==> src/rtl/mem_rr_arbiter_if.sv <==
// mem_rr_arbiter_if: per-core picorv32 native buses plus the shared memory port
interface mem_rr_arbiter_if #(
    parameter int N_CORES = 4,
    parameter int ID_BITS = 2
);
    logic [N_CORES-1:0]    s_valid;
    logic [N_CORES-1:0]    s_ready;
    logic [32*N_CORES-1:0] s_addr;
    logic [32*N_CORES-1:0] s_wdata;
    logic [4*N_CORES-1:0]  s_wstrb;
    logic [32*N_CORES-1:0] s_rdata;
    logic                  m_valid;
    logic                  m_ready;
    logic [31:0]           m_addr;
    logic [31:0]           m_wdata;
    logic [3:0]            m_wstrb;
    logic [31:0]           m_rdata;
    logic [ID_BITS-1:0]    m_core_id;
    logic                  timeout;
    modport master (
        output s_valid, s_addr, s_wdata, s_wstrb, m_ready, m_rdata,
        input  s_ready, s_rdata, m_valid, m_addr, m_wdata, m_wstrb, m_core_id, timeout
    );
    modport slave (
        input  s_valid, s_addr, s_wdata, s_wstrb, m_ready, m_rdata,
        output s_ready, s_rdata, m_valid, m_addr, m_wdata, m_wstrb, m_core_id, timeout
    );
endinterface

==> src/rtl/mem_rr_arbiter.sv <==
// mem_rr_arbiter: round-robin share of one memory port among N_CORES cores; ARB_TIMEOUT_EN adds forced completion
module mem_rr_arbiter #(
    parameter int N_CORES = 4,
    parameter int ID_BITS = 2
`ifdef ARB_TIMEOUT_EN
    ,
    parameter int          TIMEOUT_CYCLES = 255,
    parameter logic [31:0] ERR_WORD       = 32'hDEADBEEF
`endif
) (
    input logic            clk,
    input logic            reset,
    mem_rr_arbiter_if.slave bus
);
    localparam logic [1:0] IDLE = 2'd0;
    localparam logic [1:0] BUSY = 2'd1;
    localparam logic [1:0] RESP = 2'd2;

    logic [1:0]            state_q, state_d;
    logic [ID_BITS-1:0]    ptr_q, ptr_d;
    logic [ID_BITS-1:0]    core_q, core_d;
    logic [31:0]           addr_q, addr_d;
    logic [31:0]           wdata_q, wdata_d;
    logic [3:0]            wstrb_q, wstrb_d;
    logic                  mvalid_q, mvalid_d;
    logic [N_CORES-1:0]    sready_q, sready_d;
    logic [32*N_CORES-1:0] srdata_q, srdata_d;
    logic                  found;
    int                    g, idx;
`ifdef ARB_TIMEOUT_EN
    localparam int CW = ($clog2(TIMEOUT_CYCLES + 1) < 8) ? 8 : $clog2(TIMEOUT_CYCLES + 1);
    logic [CW-1:0] cnt_q, cnt_d;
    logic          tout_q, tout_d;
    assign bus.timeout = tout_q;
`else
    assign bus.timeout = 1'b0;
`endif

    assign bus.m_valid   = mvalid_q;
    assign bus.m_addr    = addr_q;
    assign bus.m_wdata   = wdata_q;
    assign bus.m_wstrb   = wstrb_q;
    assign bus.m_core_id = core_q;
    assign bus.s_ready   = sready_q;
    assign bus.s_rdata   = srdata_q;

    // pick the first requester at or after ptr, then sequence grant, ack and ready pulse
    always_comb begin
        found    = 1'b0;
        g        = 0;
        idx      = 0;
        state_d  = state_q;
        ptr_d    = ptr_q;
        core_d   = core_q;
        addr_d   = addr_q;
        wdata_d  = wdata_q;
        wstrb_d  = wstrb_q;
        mvalid_d = mvalid_q;
        sready_d = '0;
        srdata_d = srdata_q;
`ifdef ARB_TIMEOUT_EN
        cnt_d    = cnt_q;
        tout_d   = 1'b0;
`endif
        for (int k = 0; k < N_CORES; k++) begin
            idx = int'(ptr_q) + k;
            if (idx >= N_CORES) idx = idx - N_CORES;
            if (!found && bus.s_valid[idx]) begin
                found = 1'b1;
                g     = idx;
            end
        end
        case (state_q)
            IDLE: if (found) begin
                core_d   = ID_BITS'(g);
                addr_d   = bus.s_addr[32*g +: 32];
                wdata_d  = bus.s_wdata[32*g +: 32];
                wstrb_d  = bus.s_wstrb[4*g +: 4];
                mvalid_d = 1'b1;
                ptr_d    = (g == N_CORES - 1) ? '0 : ID_BITS'(g + 1);
                state_d  = BUSY;
`ifdef ARB_TIMEOUT_EN
                cnt_d    = '0;
`endif
            end
            BUSY: if (bus.m_ready) begin
                srdata_d[32*core_q +: 32] = bus.m_rdata;
                sready_d[core_q]          = 1'b1;
                mvalid_d                  = 1'b0;
                state_d                   = RESP;
            end
`ifdef ARB_TIMEOUT_EN
            else if (cnt_q == CW'(TIMEOUT_CYCLES)) begin
                srdata_d[32*core_q +: 32] = ERR_WORD;
                sready_d[core_q]          = 1'b1;
                mvalid_d                  = 1'b0;
                tout_d                    = 1'b1;
                state_d                   = RESP;
            end else begin
                cnt_d = cnt_q + 1'b1;
            end
`endif
            RESP: state_d = IDLE;
            default: state_d = IDLE;
        endcase
    end

    // state registers; reset drops any in-flight access immediately
    always_ff @(posedge clk or posedge reset) begin
        if (reset) begin
            state_q  <= IDLE;
            ptr_q    <= '0;
            core_q   <= '0;
            addr_q   <= '0;
            wdata_q  <= '0;
            wstrb_q  <= '0;
            mvalid_q <= 1'b0;
            sready_q <= '0;
            srdata_q <= '0;
`ifdef ARB_TIMEOUT_EN
            cnt_q    <= '0;
            tout_q   <= 1'b0;
`endif
        end else begin
            state_q  <= state_d;
            ptr_q    <= ptr_d;
            core_q   <= core_d;
            addr_q   <= addr_d;
            wdata_q  <= wdata_d;
            wstrb_q  <= wstrb_d;
            mvalid_q <= mvalid_d;
            sready_q <= sready_d;
            srdata_q <= srdata_d;
`ifdef ARB_TIMEOUT_EN
            cnt_q    <= cnt_d;
            tout_q   <= tout_d;
`endif
        end
    end
endmodule

==> src/flat_wrapper.sv <==
// flat-port wrapper written by rule: the top's interface ports become plain ports
module mem_rr_arbiter_flat 
#(
    parameter int N_CORES = 4,
    parameter int ID_BITS = 2

)
  (clk, reset, bus_s_valid, bus_s_addr, bus_s_wdata, bus_s_wstrb, bus_m_ready, bus_m_rdata, bus_s_ready, bus_s_rdata, bus_m_valid, bus_m_addr, bus_m_wdata, bus_m_wstrb, bus_m_core_id, bus_timeout);
  mem_rr_arbiter_if #(.N_CORES(N_CORES), .ID_BITS(ID_BITS)) bus_i ();
  input logic clk;
  input logic reset;
  input wire logic [$bits(bus_i.s_valid)-1:0] bus_s_valid;
  input wire logic [$bits(bus_i.s_addr)-1:0] bus_s_addr;
  input wire logic [$bits(bus_i.s_wdata)-1:0] bus_s_wdata;
  input wire logic [$bits(bus_i.s_wstrb)-1:0] bus_s_wstrb;
  input wire logic [$bits(bus_i.m_ready)-1:0] bus_m_ready;
  input wire logic [$bits(bus_i.m_rdata)-1:0] bus_m_rdata;
  output wire logic [$bits(bus_i.s_ready)-1:0] bus_s_ready;
  output wire logic [$bits(bus_i.s_rdata)-1:0] bus_s_rdata;
  output wire logic [$bits(bus_i.m_valid)-1:0] bus_m_valid;
  output wire logic [$bits(bus_i.m_addr)-1:0] bus_m_addr;
  output wire logic [$bits(bus_i.m_wdata)-1:0] bus_m_wdata;
  output wire logic [$bits(bus_i.m_wstrb)-1:0] bus_m_wstrb;
  output wire logic [$bits(bus_i.m_core_id)-1:0] bus_m_core_id;
  output wire logic [$bits(bus_i.timeout)-1:0] bus_timeout;
  assign bus_i.s_valid = bus_s_valid;
  assign bus_i.s_addr = bus_s_addr;
  assign bus_i.s_wdata = bus_s_wdata;
  assign bus_i.s_wstrb = bus_s_wstrb;
  assign bus_i.m_ready = bus_m_ready;
  assign bus_i.m_rdata = bus_m_rdata;
  assign bus_s_ready = bus_i.s_ready;
  assign bus_s_rdata = bus_i.s_rdata;
  assign bus_m_valid = bus_i.m_valid;
  assign bus_m_addr = bus_i.m_addr;
  assign bus_m_wdata = bus_i.m_wdata;
  assign bus_m_wstrb = bus_i.m_wstrb;
  assign bus_m_core_id = bus_i.m_core_id;
  assign bus_timeout = bus_i.timeout;
  mem_rr_arbiter #(.N_CORES(N_CORES), .ID_BITS(ID_BITS)) u_core (.clk(clk), .reset(reset), .bus(bus_i));
endmodule
==> config.mk <==
export PLATFORM = sky130hd
export DESIGN_NAME = mem_rr_arbiter_flat
export DESIGN_NICKNAME = d
export VERILOG_FILES = /design/src/rtl/mem_rr_arbiter_if.sv /design/src/rtl/mem_rr_arbiter.sv /design/src/flat_wrapper.sv
export SDC_FILE = /design/constraint.sdc
export NUM_CORES = 1
export LEC_CHECK = 0
export CAP_MARGIN = 15
export CORE_AREA = 2 2 202 204
export CTS_BUF_LIST = sky130_fd_sc_hd__clkbuf_8
export DETAILED_ROUTE_END_ITERATION = 10
export DIE_AREA = 0 0 204 206
export PLACE_DENSITY = 0.64
export SYNTH_ARGS = -nofsm -noshare
export SYNTH_HDL_FRONTEND = slang
export SYNTH_SLANG_ARGS = --single-unit
==> constraint.sdc <==
create_clock -name clk -period 7.3 [get_ports clk]
set_input_delay 1.095 -clock clk [delete_from_list [all_inputs] [get_ports clk]]
set_output_delay 1.095 -clock clk [all_outputs]
set_load 0.01 [all_outputs]
-- After elaboration in Yosys (flattened, before gate mapping)
Cells that the tools add are included.
- register bits: 207
- input port bits: 311
- word-level logic and storage cells: 86
- add/sub/neg operators: 9
- magnitude comparators: 10
- equality and inequality tests: 4
- shift-type cells: 5
- muxes and demuxes: 36
- reductions and logical operators: 13
- operators with widths (kind ; count):
    $mux W32 ; 8
    $shiftx A128 B32 Y32 ; 2
    $bwmux W128 ; 1
    $lt A32 B4 Y1 const B ; 4
    $shift A32 B34 Y128 const A ; 1
    $shiftx A32 B34 Y128 ; 1
    $ge A32 B4 Y1 const B ; 3
    $sub A32 B4 Y32 const B ; 3
    $neg A7 Y34 ; 1
    $eq A32 B3 Y1 const B ; 1
    $shiftx A16 B32 Y4 ; 1
    $mux W1 ; 15
    $bmux W1 S2 ; 4
    $mux W4 ; 2
    $add A2 B2 Y3 const B ; 2
    $mux W2 ; 3
    $reduce_and A2 Y1 ; 3
    $logic_and A1 B1 Y1 ; 4
    $pmux W2 S2 ; 1
    $sub A2 B3 Y4 const B ; 1
    $add A2 B1 Y3 const B ; 1
    $ge A2 B3 Y1 const B ; 1
    $logic_not A1 Y1 ; 3
    $lt A2 B3 Y1 const B ; 1
    other kinds (10) ; 10

-- Depth between registers and ports, before layout
- depth in word-level cells: 17
- depth in mapped cells: 13

-- Worst setup path before layout
OpenSTA, ideal clock, no wires.
- path kind: input port to flip-flop
- start point: input port bus_s_valid[0]
- end point: register u_core.addr_q[14] (netlist: u_core.bus.m_addr[14])
- setup time: 142 ps
- data arrival time: 2728 ps
- required time: 7158 ps
- path slack: 4430 ps
- stages: 9
- path through: clkbuf_1 mux4_2 o32ai_1 nor2_1 nor2_4 buf_6 buf_6 mux2i_1 o221ai_1
- longest elaborated chain between the ends: 14
- elaborated cells between the ends (all ways): 28
- classes of those cells: shift (1); mux (20); reduce/logical (7)
- ends and longest elaborated chain (element ; line ; text):
    start: declaration ; flat_wrapper.sv:12 ; input wire logic [$bits(bus_i.s_valid)-1:0] bus_s_valid;
    $bmux W1 S2 ; mem_rr_arbiter.sv:68 ; if (!found && bus.s_valid[idx]) begin
    $mux W1 (implied by the code) (2 in a row) ; mem_rr_arbiter.sv:68 ;
    $mux W1 ; mem_rr_arbiter.sv:68 ;
    $logic_not A1 Y1 ; mem_rr_arbiter.sv:68 ;
    $logic_and A1 B1 Y1 ; mem_rr_arbiter.sv:68 ;
    $mux W1 ; mem_rr_arbiter.sv:68 ;
    $logic_not A1 Y1 ; mem_rr_arbiter.sv:68 ;
    $logic_and A1 B1 Y1 ; mem_rr_arbiter.sv:68 ;
    $mux W1 ; mem_rr_arbiter.sv:68 ;
    $logic_not A1 Y1 ; mem_rr_arbiter.sv:68 ;
    $logic_and A1 B1 Y1 ; mem_rr_arbiter.sv:68 ;
    $mux W32 / $mux W1 (equally long branches) ; mem_rr_arbiter.sv:68 ;
    $shiftx A128 B32 Y32 / $reduce_and A2 Y1 (equally long branches) ; - ;
    end signal: assignment ; mem_rr_arbiter.sv:128 ; addr_q <= addr_d;
    end: declaration ; mem_rr_arbiter.sv:22 ; logic [31:0] addr_q, addr_d;
Parallel ways exist; a longest one is shown, timed or not. The select of a mux whose other input is x is not followed.
A chain may end at the register's enable or synchronous reset.

-- Final worst setup path
- start point: register u_core.ptr_q[0]
- end point: register u_core.wdata_q[30] (netlist: u_core.bus.m_wdata[30])
- longest elaborated chain between the ends: 16
- elaborated cells between the ends (all ways): 43
- classes of those cells: add/sub (7); order compare (4); shift (1); mux (24); reduce/logical (7)
- ends and longest elaborated chain (element ; line ; text):
    start: declaration ; mem_rr_arbiter.sv:20 ; logic [ID_BITS-1:0] ptr_q, ptr_d;
    start signal: assignment ; mem_rr_arbiter.sv:126 ; ptr_q <= ptr_d;
    branches (longest 16 deep; another with $sub A32 B4 Y32) ; - ;
    end signal: assignment ; mem_rr_arbiter.sv:129 ; wdata_q <= wdata_d;
    end: declaration ; mem_rr_arbiter.sv:23 ; logic [31:0] wdata_q, wdata_d;
Several ways; the timed one is not identified. The select of a mux whose other input is x is not followed.

==> impl_metrics.toml <==
[status]
status = "completed"

[logic_synthesis]
synth_area_leader_cell = "dfrtp_1"
syn_inst = 1037
syn_avg_cell_area_um2 = 9.700
yosys_warnings = 0
async_reset_ff_share_pct = 100.0
seq_area_frac_synth_pct = 51.50
ys.flop_type = "dfrtp_1"
synth_edf_count = 0
yosysMostFrequentCell = "nand2_1"
synth_commonest_cells = "332 x nand2_1, 207 x dfrtp_1, 139 x mux2i_1"
synth.cell_area_um2 = 10060
synth.top_cell.area_share_pct = 51.50
ys_ff_latch = 207
ys_types = 42
synthesis.nets = 1358
synth_area_leaders = "dfrtp_1 51%, mux2i_1 14%, nand2_1 12%"

[power_and_ir_drop]
internal_power_w = 0.004159
vdd_drop_max_v = 0.0003485
p_comb_share_pct = 54.3
swShare_pct = 40.22
power_density_nw_per_um2 = 422.9
leakage_nw = 7.055
power.clock.fraction_pct = 16.8
switchingPower_w = 0.002799
finalPower_w = 0.006957
seqPwrFrac_pct = 29.0

[timing]
finalSetupTns_ns = 0
rsz0062_at_grt = "false"
finalCriticalPeriod_ns = 3.766
relSlewSlack_pct = 30.47
hold_viol = 0
fin_crit_sh_pct = 51.58
tightest_slew_ns = 1.043
hold_ws_ns = 0.4758
setup_viol = 0
skew_ns = 0.01084
fmax_mhz = 265.6
maxSlewViolCount = 0

[cells_and_area]
regArea_um2 = 5180
final_area_um2 = 16450
area_growth_pct = 63.55
fillCellCount = 3978
final_util_pct = 40.94
drive_above_1_share_pct = 5.875
multi_input_area_um2 = 4471
final_nets = 1844

[setup_path]
crit_arrival_ns = 4.19
worstPathMaxFanout = 106
startpoint_type = "flop"
critical_path_depth = 9
critical_path.max_stage_delay_ns = 0.75
cp_cell_sequence = "inv_1 -> ha_1 -> mux2i_1 -> o22ai_1 -> o21a_1 -> nor2_4 -> buf_12 -> mux2i_1 -> o221ai_1"
cp_slowest_cell = "dfrtp_1"
crit_start = "u_core.ptr_q[0]"
critPathRequiredTime_ns = 7.72
crit_family = "flip-flops"
r2r_cells = 9
critical_path_class = "flop to flop"
cp-end-kind = "flop"
crit_buf_inv = 2
worst_path_most_repeated_cell = "mux2i_1"
reg2reg_from = "u_core.ptr_q[0]"

[drt]
firstDrtPassIters = 5
wl_per_cell_um = 19.61
viasPerCell = 4.676
drc = 0
first_iter_violations = 411
finalWirelength_um = 40940
vias = 9763
ant_nets = 0

[cts]
post_cts_resized = 0
htreeDepth = 2
clk_latency_ns = 0.58
cts-root-buf = "clkbuf_8"
cts_made_buffers = 40
clk_pin_slew_ns = 0.06
clock-sinks = 207
post-cts-setup-buffers = 0
ctsHoldBuffers = 0
cts_tree = "done"
clockBufferDepth = 3

[global_routing]
antenna_found_initial = 7
grt_pass1_wl_um = 60240
overflow = 0
track_usage_pct = 18.90
grt_pass1_vias = 9863
grt_max_degree = 107

[floorplan]
dieWidth_um = 204
chipHeight_um = 206
fp-row-count = 74
io_pins = 515
start_util_pct = 25.03
core-area_um2 = 40180
dieArea_um2 = 42020

[worst_hold_path]
hold_depth = 2
hp-class = "flop to flop"
hp-start = "u_core.bus.s_rdata[59]"

[placement]
place_area_um2 = 15610
dp.final_hpwl_um = 29760
io_buffers = 513
gp_congestion = 0.8880

[run]
cap_viol_max_count = 0
[worst reg2reg max path, cell delays in order, from the launching register on]
cell and delay, ns:
dfrtp_1 0.75, inv_1 0.18, ha_1 0.58, mux2i_1 0.34, o22ai_1 0.13, o21a_1 0.22
nor2_4 0.15, buf_12 0.43, mux2i_1 0.68, o221ai_1 0.15
[metrics by stage]
step                instances  worst slack (ns)
floorplan                1037            0.5525
global placement         2011             3.211
detailed placement       2011             3.149
CTS                      2079             3.499
global route             2087             3.267
finish                   2088             3.534
[sequential cells by signal (all words and copies together), names as in the netlist]
register / flops
u_core.bus.m_addr: 32
u_core.bus.m_core_id: 2
u_core.bus.m_valid: 1
u_core.bus.m_wdata: 32
u_core.bus.m_wstrb: 4
u_core.bus.s_rdata: 128
u_core.bus.s_ready: 4
u_core.ptr_q: 2
u_core.state_q: 2
[routing by layer]
metal	up-vias	GRT usage, %	wire, µm
met2	413	31.45	19890
li1	4592	-	-
met1	4685	21.46	15610
met5	-	0	0
met3	73	6.938	3855
met4	0	9.213	1593
[cell type report]
| class | count | area share (%) |
|---|---|---|
| Tap cell | 532 | 4.046 |
| Timing Repair Buffer | 528 | 32.13 |
| Clock buffer | 45 | 3.765 |
| Antenna cell | 7 | 0.1065 |
| Sequential cell | 207 | 31.49 |
| Inverter | 11 | 0.2966 |
| Clock inverter | 23 | 0.9963 |
| Multi-Input combinational cell | 735 | 27.18 |
[power groups by stage]
stage	clock network [W]	registers, W	logic (W)
2_1_floorplan	0	0.00220	0.00182
4_1_cts	0.00121	0.00202	0.00381
3_3_place_gp	0	0.00201	0.00374
5_1_grt	0.00126	0.00208	0.00409
3_5_place_dp	0	0.00202	0.00380
6_report	0.00117	0.00202	0.00377
[logic make-up after synthesis]
group                    Yosys count  share of synthesized area, %
AO/OA/AOI/OAI                    220                         13.99
adder cells (fa/ha/maj)           10                         1.244
buffers and inverters             95                         4.391
flip-flops                       207                         51.50
multiplexers                     143                         14.50
other                              1                       0.03728
AND/OR/NAND/NOR                  361                         14.33
[path summary, 6_finish.rpt]
path | endpoint | slack [ns]
max | u_core.bus.m_wdata[30] | 3.53
min in group asynchronous | u_core.bus.s_rdata[78] | 0.99
max reg2reg | u_core.bus.m_wdata[30] | 3.53
max in group asynchronous | u_core.bus.s_rdata[9] | 4.87
min | u_core.bus.s_rdata[59] | 0.48
min reg2reg | u_core.bus.s_rdata[59] | 0.48
[layout by cell type (no fill, tap or decap), types with 2 or more instances in the layout]
| cell | n |
|---|---|
| clkdlybuf4s50_1 | 513 |
| nand2_1 | 327 |
| dfrtp_1 | 207 |
| mux2i_1 | 139 |
| o21ai_0 | 134 |
| o221ai_1 | 69 |
| clkbuf_8 | 45 |
| inv_1 | 21 |
| buf_4 | 12 |
| ha_1 | 10 |
| diode_2 | 7 |
| clkinv_2 | 7 |
| nor2_1 | 6 |
| nand2_2 | 5 |
| nor3b_1 | 3 |
| nand2b_1 | 3 |
| a21oi_1 | 3 |
| nor3b_2 | 3 |
| buf_12 | 3 |
| and3b_1 | 2 |
| mux2_2 | 2 |
| mux4_2 | 2 |
| nand3b_1 | 2 |
| o22ai_1 | 2 |
| inv_8 | 2 |
| bufinv_16 | 2 |
No activity file was read; power rests on OpenSTA's default activity.
